<file path="config.mk">
export PLATFORM = sky130hd
export DESIGN_NAME = tile_plot_sink_flat
export DESIGN_NICKNAME = d
export VERILOG_FILES = /design/src/rtl/vga_draw_pkg.sv /design/src/rtl/tile_plot_sink_if.sv /design/src/rtl/tile_clear_sweep.sv /design/src/rtl/tile_plot_sink.sv /design/src/flat_wrapper.sv
export SDC_FILE = /design/constraint.sdc
export NUM_CORES = 1
export LEC_CHECK = 0
export ABC_AREA = 1
export CAP_MARGIN = 20
export CORE_MARGIN = 2
export CORE_UTILIZATION = 50
export DETAILED_ROUTE_END_ITERATION = 6
export PLACE_DENSITY = 0.82
export SYNTH_ARGS = -nofsm -noshare
export SYNTH_HDL_FRONTEND = slang
export SYNTH_SLANG_ARGS = --single-unit
</file>
<file path="constraint.sdc">
create_clock -name clk -period 4.55 [get_ports clk]
set_clock_uncertainty 0.1 [all_clocks]
set_input_delay 0.91 -clock clk [delete_from_list [all_inputs] [get_ports clk]]
set_output_delay 0.91 -clock clk [all_outputs]
set_load 0.01 [all_outputs]
</file>
<file path="src/rtl/vga_draw_pkg.sv">
// Shared screen geometry, colour/coordinate widths and FSM encoding for the
// tile plot sink and its clear-sweep helper.
package vga_draw_pkg;

   localparam int unsigned X_W      = 8;
   localparam int unsigned Y_W      = 7;
   localparam int unsigned COL_W    = 3;
   localparam int unsigned SCREEN_W = 160;
   localparam int unsigned SCREEN_H = 120;

   typedef enum logic [2:0] {
      ST_IDLE,
      ST_CLEAR,
      ST_PREP,
      ST_DRAW,
      ST_DONE
   } state_e;

   typedef struct packed {
      logic [X_W-1:0]   x;
      logic [Y_W-1:0]   y;
      logic [COL_W-1:0] colour;
   } plot_t;

   // Clip test on unwrapped coordinates (one extra bit each).
   function automatic logic on_screen(input logic [X_W:0] x, input logic [Y_W:0] y);
      return (32'(x) < SCREEN_W) && (32'(y) < SCREEN_H);
   endfunction

endpackage

</file>
<file path="src/rtl/tile_plot_sink_if.sv">
// Start request, drawer handshake and VGA plot port bundle of the tile plot sink.
interface tile_plot_sink_if;
   import vga_draw_pkg::*;

   logic             start;
   logic [X_W-1:0]   tile_x;
   logic [Y_W-1:0]   tile_y;
   logic [COL_W-1:0] bg_colour;
   logic [COL_W-1:0] fg_colour;
   logic             busy;
   logic             done;
   logic             drw_resetn;
   logic             drw_enable;
   logic [X_W-1:0]   drw_x;
   logic [Y_W-1:0]   drw_y;
   logic [X_W-1:0]   vga_x;
   logic [Y_W-1:0]   vga_y;
   logic [COL_W-1:0] vga_colour;
   logic             vga_plot;

   modport slave (
      input  start, tile_x, tile_y, bg_colour, fg_colour, drw_x, drw_y,
      output busy, done, drw_resetn, drw_enable, vga_x, vga_y, vga_colour, vga_plot
   );

   modport master (
      output start, tile_x, tile_y, bg_colour, fg_colour, drw_x, drw_y,
      input  busy, done, drw_resetn, drw_enable, vga_x, vga_y, vga_colour, vga_plot
   );

endinterface

</file>
<file path="src/rtl/tile_clear_sweep.sv">
// Raster counter over one tile (cy outer, cx inner) producing the absolute
// pixel address, a last-pixel flag and the screen clip result.
module tile_clear_sweep
   import vga_draw_pkg::*;
#(
   parameter int unsigned TILE_W = 24,
   parameter int unsigned TILE_H = 24
) (
   input  logic           clk,
   input  logic           reset,
   input  logic           clr_i,
   input  logic           step_i,
   input  logic [X_W-1:0] org_x_i,
   input  logic [Y_W-1:0] org_y_i,
   output logic [X_W-1:0] pix_x_c_o,
   output logic [Y_W-1:0] pix_y_c_o,
   output logic           visible_c_o,
   output logic           last_c_o
);

   localparam int unsigned CX_W = (TILE_W > 1) ? $clog2(TILE_W) : 1;
   localparam int unsigned CY_W = (TILE_H > 1) ? $clog2(TILE_H) : 1;
   localparam int unsigned SX_W = X_W + 1;
   localparam int unsigned SY_W = Y_W + 1;

   logic [CX_W-1:0] cx_q, cx_d;
   logic [CY_W-1:0] cy_q, cy_d;
   logic [SX_W-1:0] sum_x;
   logic [SY_W-1:0] sum_y;
   logic            cx_last;

   always_ff @(posedge clk) begin
      if (reset) begin
         cx_q <= '0;
         cy_q <= '0;
      end else begin
         cx_q <= cx_d;
         cy_q <= cy_d;
      end
   end

   assign cx_last  = (cx_q == CX_W'(TILE_W - 1));
   assign last_c_o = cx_last && (cy_q == CY_W'(TILE_H - 1));

   always_comb begin
      cx_d = cx_q;
      cy_d = cy_q;
      if (clr_i) begin
         cx_d = '0;
         cy_d = '0;
      end else if (step_i) begin
         if (cx_last) begin
            cx_d = '0;
            cy_d = last_c_o ? '0 : cy_q + CY_W'(1);
         end else begin
            cx_d = cx_q + CX_W'(1);
         end
      end
   end

   // Unwrapped sums feed the clip; the plotted address is their truncation.
   assign sum_x       = SX_W'(org_x_i) + SX_W'(cx_q);
   assign sum_y       = SY_W'(org_y_i) + SY_W'(cy_q);
   assign pix_x_c_o   = sum_x[X_W-1:0];
   assign pix_y_c_o   = sum_y[Y_W-1:0];
   assign visible_c_o = on_screen(sum_x, sum_y);

endmodule

</file>
<file path="src/rtl/tile_plot_sink.sv">
// Tile plot sink: clears a tile to the background colour, then runs a digit
// drawer for a fixed period and turns its coordinate stream into VGA plots.
module tile_plot_sink
   import vga_draw_pkg::*;
#(
   parameter int unsigned TILE_W      = 24,
   parameter int unsigned TILE_H      = 24,
   parameter int unsigned DRAW_CYCLES = 81
) (
   input  logic            clk,
   input  logic            reset,
   tile_plot_sink_if.slave bus
);

   localparam int unsigned DC_W = (DRAW_CYCLES > 1) ? $clog2(DRAW_CYCLES) : 1;

   state_e           state_q, state_d;
   logic [X_W-1:0]   tile_x_q, tile_x_d;
   logic [Y_W-1:0]   tile_y_q, tile_y_d;
   logic [COL_W-1:0] bg_q, bg_d;
   logic [COL_W-1:0] fg_q, fg_d;
   logic [DC_W-1:0]  dc_q, dc_d;

   plot_t            plot_q, plot_d;
   logic             vga_plot_q, vga_plot_d;
   logic             busy_q, busy_d;
   logic             done_q, done_d;
   logic             drw_resetn_q, drw_resetn_d;
   logic             drw_enable_q, drw_enable_d;

   logic             sweep_clr, sweep_step;
   logic [X_W-1:0]   pix_x;
   logic [Y_W-1:0]   pix_y;
   logic             pix_visible;
   logic             pix_last;

   tile_clear_sweep #(
      .TILE_W (TILE_W),
      .TILE_H (TILE_H)
   ) u_sweep (
      .clk         (clk),
      .reset       (reset),
      .clr_i       (sweep_clr),
      .step_i      (sweep_step),
      .org_x_i     (tile_x_q),
      .org_y_i     (tile_y_q),
      .pix_x_c_o   (pix_x),
      .pix_y_c_o   (pix_y),
      .visible_c_o (pix_visible),
      .last_c_o    (pix_last)
   );

   // Control state and registered outputs.
   always_ff @(posedge clk) begin
      if (reset) begin
         state_q      <= ST_IDLE;
         dc_q         <= '0;
         plot_q       <= '0;
         vga_plot_q   <= 1'b0;
         busy_q       <= 1'b0;
         done_q       <= 1'b0;
         drw_resetn_q <= 1'b0;
         drw_enable_q <= 1'b0;
      end else begin
         state_q      <= state_d;
         dc_q         <= dc_d;
         plot_q       <= plot_d;
         vga_plot_q   <= vga_plot_d;
         busy_q       <= busy_d;
         done_q       <= done_d;
         drw_resetn_q <= drw_resetn_d;
         drw_enable_q <= drw_enable_d;
      end
   end

   // Request capture is left stale across reset; only an accepted start loads it.
   always_ff @(posedge clk) begin
      tile_x_q <= tile_x_d;
      tile_y_q <= tile_y_d;
      bg_q     <= bg_d;
      fg_q     <= fg_d;
   end

   always_comb begin
      state_d    = state_q;
      tile_x_d   = tile_x_q;
      tile_y_d   = tile_y_q;
      bg_d       = bg_q;
      fg_d       = fg_q;
      dc_d       = dc_q;
      plot_d     = plot_q;
      vga_plot_d = 1'b0;
      sweep_clr  = 1'b0;
      sweep_step = 1'b0;

      case (state_q)
         ST_IDLE: begin
            if (bus.start) begin
               tile_x_d  = bus.tile_x;
               tile_y_d  = bus.tile_y;
               bg_d      = bus.bg_colour;
               fg_d      = bus.fg_colour;
               sweep_clr = 1'b1;
               state_d   = ST_CLEAR;
            end
         end
         ST_CLEAR: begin
            sweep_step    = 1'b1;
            plot_d.x      = pix_x;
            plot_d.y      = pix_y;
            plot_d.colour = bg_q;
            vga_plot_d    = pix_visible;
            if (pix_last) begin
               state_d = ST_PREP;
            end
         end
         ST_PREP: begin
            dc_d    = '0;
            state_d = ST_DRAW;
         end
         ST_DRAW: begin
            plot_d.x      = bus.drw_x;
            plot_d.y      = bus.drw_y;
            plot_d.colour = fg_q;
            vga_plot_d    = on_screen({1'b0, bus.drw_x}, {1'b0, bus.drw_y});
            dc_d          = dc_q + DC_W'(1);
            if (dc_q == DC_W'(DRAW_CYCLES - 1)) begin
               state_d = ST_DONE;
            end
         end
         ST_DONE: begin
            state_d = ST_IDLE;
         end
         default: begin
            state_d = ST_IDLE;
         end
      endcase

      // Status and drawer controls follow the state being entered.
      busy_d       = (state_d != ST_IDLE);
      done_d       = (state_d == ST_DONE);
      drw_enable_d = (state_d == ST_DRAW);
      drw_resetn_d = !((state_d == ST_PREP) || (state_d == ST_DONE));
   end

   assign bus.vga_x      = plot_q.x;
   assign bus.vga_y      = plot_q.y;
   assign bus.vga_colour = plot_q.colour;
   assign bus.vga_plot   = vga_plot_q;
   assign bus.busy       = busy_q;
   assign bus.done       = done_q;
   assign bus.drw_resetn = drw_resetn_q;
   assign bus.drw_enable = drw_enable_q;

endmodule

</file>
<file path="src/flat_wrapper.sv">
// flat-port wrapper written by rule: the top's interface ports become plain ports
module tile_plot_sink_flat import vga_draw_pkg::*;
#(
   parameter int unsigned TILE_W      = 24,
   parameter int unsigned TILE_H      = 24,
   parameter int unsigned DRAW_CYCLES = 81
)
  (clk, reset, bus_start, bus_tile_x, bus_tile_y, bus_bg_colour, bus_fg_colour, bus_drw_x, bus_drw_y, bus_busy, bus_done, bus_drw_resetn, bus_drw_enable, bus_vga_x, bus_vga_y, bus_vga_colour, bus_vga_plot);
  tile_plot_sink_if bus_i ();
  input  logic clk;
  input  logic reset;
  input wire logic [$bits(bus_i.start)-1:0] bus_start;
  input wire logic [$bits(bus_i.tile_x)-1:0] bus_tile_x;
  input wire logic [$bits(bus_i.tile_y)-1:0] bus_tile_y;
  input wire logic [$bits(bus_i.bg_colour)-1:0] bus_bg_colour;
  input wire logic [$bits(bus_i.fg_colour)-1:0] bus_fg_colour;
  input wire logic [$bits(bus_i.drw_x)-1:0] bus_drw_x;
  input wire logic [$bits(bus_i.drw_y)-1:0] bus_drw_y;
  output wire logic [$bits(bus_i.busy)-1:0] bus_busy;
  output wire logic [$bits(bus_i.done)-1:0] bus_done;
  output wire logic [$bits(bus_i.drw_resetn)-1:0] bus_drw_resetn;
  output wire logic [$bits(bus_i.drw_enable)-1:0] bus_drw_enable;
  output wire logic [$bits(bus_i.vga_x)-1:0] bus_vga_x;
  output wire logic [$bits(bus_i.vga_y)-1:0] bus_vga_y;
  output wire logic [$bits(bus_i.vga_colour)-1:0] bus_vga_colour;
  output wire logic [$bits(bus_i.vga_plot)-1:0] bus_vga_plot;
  assign bus_i.start = bus_start;
  assign bus_i.tile_x = bus_tile_x;
  assign bus_i.tile_y = bus_tile_y;
  assign bus_i.bg_colour = bus_bg_colour;
  assign bus_i.fg_colour = bus_fg_colour;
  assign bus_i.drw_x = bus_drw_x;
  assign bus_i.drw_y = bus_drw_y;
  assign bus_busy = bus_i.busy;
  assign bus_done = bus_i.done;
  assign bus_drw_resetn = bus_i.drw_resetn;
  assign bus_drw_enable = bus_i.drw_enable;
  assign bus_vga_x = bus_i.vga_x;
  assign bus_vga_y = bus_i.vga_y;
  assign bus_vga_colour = bus_i.vga_colour;
  assign bus_vga_plot = bus_i.vga_plot;
  tile_plot_sink #(.TILE_W(TILE_W), .TILE_H(TILE_H), .DRAW_CYCLES(DRAW_CYCLES)) u_core (.clk(clk), .reset(reset), .bus(bus_i));
endmodule
</file>
==> key figures, run 1 <==
Die
  – Die X: 82.54 um
  – IO Pins: 62
  – Core ar.: 0.005956 sq mm
  – Die area: 0.006813 sq mm
  – Die height: 82.54 um
  – Row cnt: 28
  – Initial Util: 51.79%

Drt
  – Via count: 2759
  – Antenna viol nets, final: 0
  – Drt total wl: 7.138 mm
  – Initial DRC Count: 118
  – Routed WL per cell: approximately 14 um
  – Drt first pass iters: 4
  – Residual DRC: 0
  – Vias per cell: between 5 and 6

Timing
  – Final min period: 2.422 ns
  – RSZ-0062 raised after global routing: no
  – # setup viols final: 0
  – Worst Tran Pin Value: 0.9239 ns
  – Fmax achieved: 412.8 MHz
  – Post-Route Setup TNS: 0 ns
  – Post-route clock period utilization: 53.24%
  – Final hold violation count: 0
  – Max Slew Vio Count: 0
  – Hold Slack: between 0.3 and 0.4 ns
  – Slew Limit Headroom: 38.34%

Critical path
  – Crit path kind: input pin to flip-flop
  – Critical Path RT: about 4.7 ns
  – Worst Setup End Kind: flip-flop
  – Slowest CP cell: inv_1
  – CP max stage delay: 0.69 ns
  – Family with the most delay on the worst path: buffers and inverters
  – WP data arrival: 2.55 ns
  – Worst Path Buf+Inv: 2
  – Crit path cell chain: clkdlybuf4s50_1 > nand3b_1 > inv_1 > nor2_2 > nand2_1 > nor2_1
  – CP Max Fanout: 22
  – Crit start category: input pin

Yosys
  – Flops & latches, synth: 64
  – YS warnings: 0
  – Syn_nets: 431
  – Post-synthesis sequential area ratio: 48.36%
  – EDFF count, synth: 21
  – Ys async rst share: 0%
  – Share of Yosys cell area claimed by the top area cell type: 27.91%
  – Syn Inst Count: 376
  – Commonest cells in the netlist: 116 x nand2_1, 43 x dfxtp_1, 40 x inv_1
  – Avg Synthesized Cell Area: 8.203 sq um
  – Ys flop type: dfxtp_1
  – Cell variety after synth: 32
  – Count leader, synth: nand2_1
  – Cell Area, Synth: 0.003084 sq mm
  – Synth area leaders: dfxtp_1 28%, edfxtp_1 20%, nand2_1 14%
  – Cell taking the most area after synthesis: dfxtp_1

Power and ir drop
  – Sw frac: 22.80%
  – Comb power frac: 11.2%
  – Leakage power: 1.638 nW
  – Psw: 0.2907 mW
  – Final Power: 1.275 mW
  – Sequential power share: 49.5%
  – Internal power: 0.9844 mW
  – Max IR drop VDD: 0.2117 mV
  – P per Cell Area: 319.4 mW/mm^2
  – Share of total power in the clock network: between 30% and 40%

Min path
  – Hold WC Path Type: flip-flop to flip-flop

Status
  – Status: finished, final reports clean

Cells and area
  – Synth-to-layout area growth: 29.45%
  – Fillers: 494
  – Antenna cells: 0
  – Final core occ: 67.04%
  – Nets: ~500
  – Share of layout cells above drive strength 1: 6.502%

Clock network
  – Clock latency on the worst-skew pair: around 0.34 ns
  – CTS tree: built
  – Root Buffer: clkbuf_8
  – Clock buffer depth: 2
  – Hold bufs inserted after CTS: 0
  – Post-CTS setup repair buffer count: 0
  – Post-CTS sizing: 0
  – CTS Buf Count: 9
  – CTS sink cnt: 64
  – Register clock-pin slew on the reported worst setup and hold paths: ~0.060 ns
  – H-tree depth: 3

Global routing
  – GRT Resource Usage Total: 22.48%
  – Initial antenna violation count: 0
  – Residual overflow from global routing: 0
  – First-pass GRT wire length: 11.32 mm
  – Largest net degree at the start of global routing: 31
  – Vias in the first global route: 2506

Placement
  – Dpl hpwl: 4.919 mm
  – GPL Wtd Cong: 0.8419
  – # port buffers: 61

Job
  – Number of max-cap violations: 0
==> power by group through the flow <==
stage	combinational, mW	sequential (mW)	clock, mW
floorplan	0.0620	0.645	0
global placement	0.137	0.642	0
detailed placement	0.139	0.643	0
CTS	0.141	0.631	0.513
global route	0.158	0.633	0.541
finish	0.143	0.631	0.501
==> stage by stage <==
step / worst slack [ns] / cell area, sq um / std cells
5_1_grt: 1.993 / 3993 / 521
3_5_place_dp: 1.654 / 3751 / 504
2_1_floorplan: 2.598 / 3084 / 376
4_1_cts: 1.995 / 3965 / 520
3_3_place_gp: 1.669 / 3751 / 504
6_report: 2.128 / 3993 / 521
==> worst reg2reg max path, delay by kind of cell (launching register included) <==
| kind | cells | cell delay (ns) |
|---|---|---|
| buffers and inverters | 2 | 0.15 |
| adder cells (fa/ha/maj) | 2 | 0.65 |
| flip-flops | 1 | 0.40 |
| AO/OA/AOI/OAI | 1 | 0.05 |
| AND/OR/NAND/NOR | 8 | 0.60 |
==> metal layers <==
metal  track usage, %  up-vias  wire length (um)
met5                0        -                 0
met2            36.45       91              3374
met1            28.03     1273              3195
li1                 -     1381                 -
met4            9.016        0               121
met3            6.739       14               445
==> cell families after synthesis <==
kind of cell / after synthesis / share of synthesized area (%)
compound gates: 50 / 9.452
fa+ha+maj: 16 / 6.978
xor+xnor: 4 / 1.136
flops: 64 / 48.36
simple gates: 191 / 27.63
buf+inv: 51 / 6.450
==> worst paths after layout <==
kind	from	depth (start not counted)	end	slack, ns
max	bus_start	6	u_core.u_sweep.cy_q[4]$_SDFFE_PP0P_	2.13
min	u_core.bus.vga_y[5]$_SDFFE_PP0P_	2	u_core.bus.vga_y[5]$_SDFFE_PP0P_	0.38
max reg2reg	u_core.u_sweep.cy_q[0]$_SDFFE_PP0P_	13	u_core.bus.vga_plot$_SDFF_PP0_	2.50
min reg2reg	u_core.bus.vga_y[5]$_SDFFE_PP0P_	2	u_core.bus.vga_y[5]$_SDFFE_PP0P_	0.38
==> final cells by class <==
class / count / area (sq um) / share of cell area [%]
Clock buffer: 15 / 209.0 / 5.233
Multi-Input combinational cell: 261 / 1394 / 34.91
Tap cell: 75 / 93.84 / 2.350
Clock inverter: 1 / 5.005 / 0.1254
Sequential cell: 64 / 1491 / 37.36
Timing Repair Buffer: 62 / 638.1 / 15.98
Inverter: 43 / 161.4 / 4.043
==> layout by cell type, fill, tap and decap left out, drive strengths merged <==
master	Yosys	layout
nand2	117	117
clkdlybuf4s50	0	61
dfxtp	43	43
inv	43	43
nand3	27	27
nor2	27	27
edfxtp	21	21
a21oi	19	19
a31oi	17	17
clkbuf	3	15
ha	14	14
nand4	7	7
o21ai	7	7
nor3	5	5
nand3b	4	4
xor2	4	4
a211oi	4	4
or2	3	3
fa	2	2
nor3b	1	1
o211ai	1	1
a2bb2oi	1	1
a221oi	1	1
clkinv	0	1
buf	5	1
==> flip-flops by register name, indices dropped and copies added, names as in the netlist <==
register	flops
u_core.u_sweep.cy_q	5
u_core.tile_y_q	7
u_core.fg_q	3
u_core.state_q	3
u_core.bg_q	3
u_core.bus.vga_x	8
u_core.u_sweep.cx_q	5
u_core.bus.vga_y	7
u_core.bus.vga_colour	3
u_core.bus.drw_enable	1
u_core.tile_x_q	8
u_core.bus.busy	1
u_core.bus.drw_resetn	1
u_core.bus.vga_plot	1
u_core.bus.done	1
u_core.dc_q	7
Power figures use the tool's default switching activity.
==> run 2: changes to the inputs <==
Clock period 4.55 ns to 2.5 ns, I/O delays scaled along.
==> run 2 against run 1 <==
Net effect: cell count rose by 0.19%; clock-buffer cell count down 4; worst hold slack better by 0.0050 ns; clock power grew 78%; via count grew 0.43%; critical endpoint is now u_core.bus.vga_plot$_SDFF_PP0_; largest power group unchanged; highest routed layer unchanged.
==> key figures, run 2 (synthesis results as in run 1) <==
Clock network
  – Register clock-pin slew on the reported worst setup and hold paths: 0.07 ns
  – Clock buffer depth: 2
  – Root Buffer: clkbuf_8
  – CTS sink cnt: 64
  – Clock latency on the worst-skew pair: 0.35 ns
  – CTS tree: built
  – Hold bufs inserted after CTS: 0
  – Post-CTS setup repair buffer count: 0
  – Post-CTS sizing: 0
  – H-tree depth: 3
  – CTS Buf Count: 9

Critical path
  – WP data arrival: 2.17 ns
  – Critical Path RT: 2.63 ns
  – Crit start category: flip-flop
  – Worst r2r path cells: 13
  – Crit path kind: flip-flop to flip-flop
  – Launch point of the worst reg-to-reg path: u_core.u_sweep.cy_q[0]$_SDFFE_PP0P_
  – Start point of the critical path: u_core.u_sweep.cy_q[0]$_SDFFE_PP0P_
  – Reg2reg setup slack: 0.45 ns
  – CP Max Fanout: 4
  – Worst r2r dst: u_core.bus.vga_plot$_SDFF_PP0_
  – Worst Setup End Kind: flip-flop

Timing
  – Post-route clock period utilization: 81.85%
  – # setup viols final: 0
  – Post-Route Setup TNS: 0 ns
  – Slew Limit Headroom: 67.25%
  – Worst Tran Pin Value: 0.4907 ns
  – Final min period: 2.046 ns
  – RSZ-0062 raised after global routing: no
  – Max Slew Vio Count: 0
  – Fmax achieved: approximately 490 MHz
  – Final hold violation count: 0

Cells and area
  – Leading cell type in the layout, fill and taps excluded: nand2_1
  – Fillers: 477
  – Nets: 497
  – Share of layout cells above drive strength 1: about 7.2%
  – Antenna cells: 0
  – Most frequent cells in the layout: 116 x nand2_1, 61 x clkdlybuf4s50_1, 43 x dfxtp_1, 40 x inv_1, 26 x nand3_1
  – Synth-to-layout area growth: 29.33%
  – Final core occ: between 60 and 70%

Drt
  – Vias per cell: ~5.3
  – Drt first pass iters: 4
  – Residual DRC: 0
  – Antenna viol nets, final: 0
  – Drt total wl: 7.028 mm
  – Via count: 2771
  – Routed WL per cell: 13.46 um
  – Initial DRC Count: 93

Die
  – Die area: 0.006813 sq mm
  – Die height: 82.54 um
  – Core ar.: 0.005956 sq mm
  – Row cnt: 28
  – Initial Util: 51.79%
  – IO Pins: 62
  – Die X: between 80 and 90 um

Status
  – Status: finished, final reports clean

Power and ir drop
  – Leakage power: 1.639 nW
  – P per Cell Area: 576.8 mW/mm^2
  – Max IR drop VDD: just under 0.5 mV

Placement
  – # port buffers: 61
  – GPL Wtd Cong: 0.8795
  – Dpl hpwl: approximately 5.3 mm

Global routing
  – Vias in the first global route: 2513
  – Largest net degree at the start of global routing: 27
  – Initial antenna violation count: 0
  – Residual overflow from global routing: 0
  – GRT Resource Usage Total: 21.83%
  – First-pass GRT wire length: between 10 and 15 mm

Min path
  – Worst min-delay path startpoint: u_core.bus.vga_x[4]$_SDFFE_PP0P_
  – Min-Delay Endpoint: u_core.bus.vga_x[4]$_SDFFE_PP0P_
  – Hold path depth: 2
  – Hold WC Path Type: flip-flop to flip-flop

Job
  – Number of max-cap violations: 0
-- run 2: metal layers --
layer  global-route usage [%]  up-vias  part of all wire, %
li1                         -     1382                    -
met1                    25.88     1274                   43
met2                    36.85      101                   48
met3                    7.609       14                  7.5
met4                    7.377        0                  1.7
met5                        0        -                    0
-- run 2: worst max-delay path by stage --
stage / end / slack (ns) / cells after the start
after floorplan: u_core.bus.vga_plot$_SDFF_PP0_ / 0.61 / 13
after global placement: u_core.tile_x_q[7]$_DFFE_PP_ / 0.47 / 4
after detailed placement: u_core.tile_y_q[2]$_DFFE_PP_ / 0.43 / 4
after CTS: u_core.bus.vga_plot$_SDFF_PP0_ / 0.45 / 13
after global routing: u_core.bus.vga_plot$_SDFF_PP0_ / 0.23 / 13
final: u_core.bus.vga_plot$_SDFF_PP0_ / 0.45 / 13
-- run 2: cell type report --
type / count / area, sq um / area share (%)
clock inverter: 5 / 36.28 / 0.9097
clock buffer: 11 / 173.9 / 4.360
timing repair buffer: 63 / 638.1 / 16.00
sequential: 64 / 1491 / 37.39
multi-input combinational: 261 / 1394 / 34.94
inverter: 43 / 161.4 / 4.046
tap: 75 / 93.84 / 2.353
-- run 2: report_power, final --
part / internal, mW / switching (mW)
sequential: 1.12 / 0.0236
clock: 0.481 / 0.411
combinational: 0.135 / 0.128
total: 1.74 / 0.562
-- run 2: worst max-delay path, cell delays in order (launching register included) --
cell and delay, ns:
dfxtp_1 0.40, ha_1 0.21, inv_1 0.07, fa_1 0.43
inv_1 0.08, nand3_1 0.09, nand2_1 0.10, nand3_1 0.08
nand2_1 0.07, nand2_1 0.05, nand2_1 0.07, nand2_1 0.06
nand3_1 0.06, a21oi_1 0.06
-- run 2: metrics by stage --
step	worst slack (ns)	hold slack, ns	instance area [sq um]	total power, mW	std cells
finish	0.4537	0.3894	3989	2.301	522
global route	0.2306	0.4142	3989	2.391	522
CTS	0.4455	0.3957	3989	2.324	522
detailed placement	0.4341	0.3824	3779	1.431	506
global placement	0.4665	0.3633	3779	1.425	506
floorplan	0.6142	0.3368	3084	1.287	376
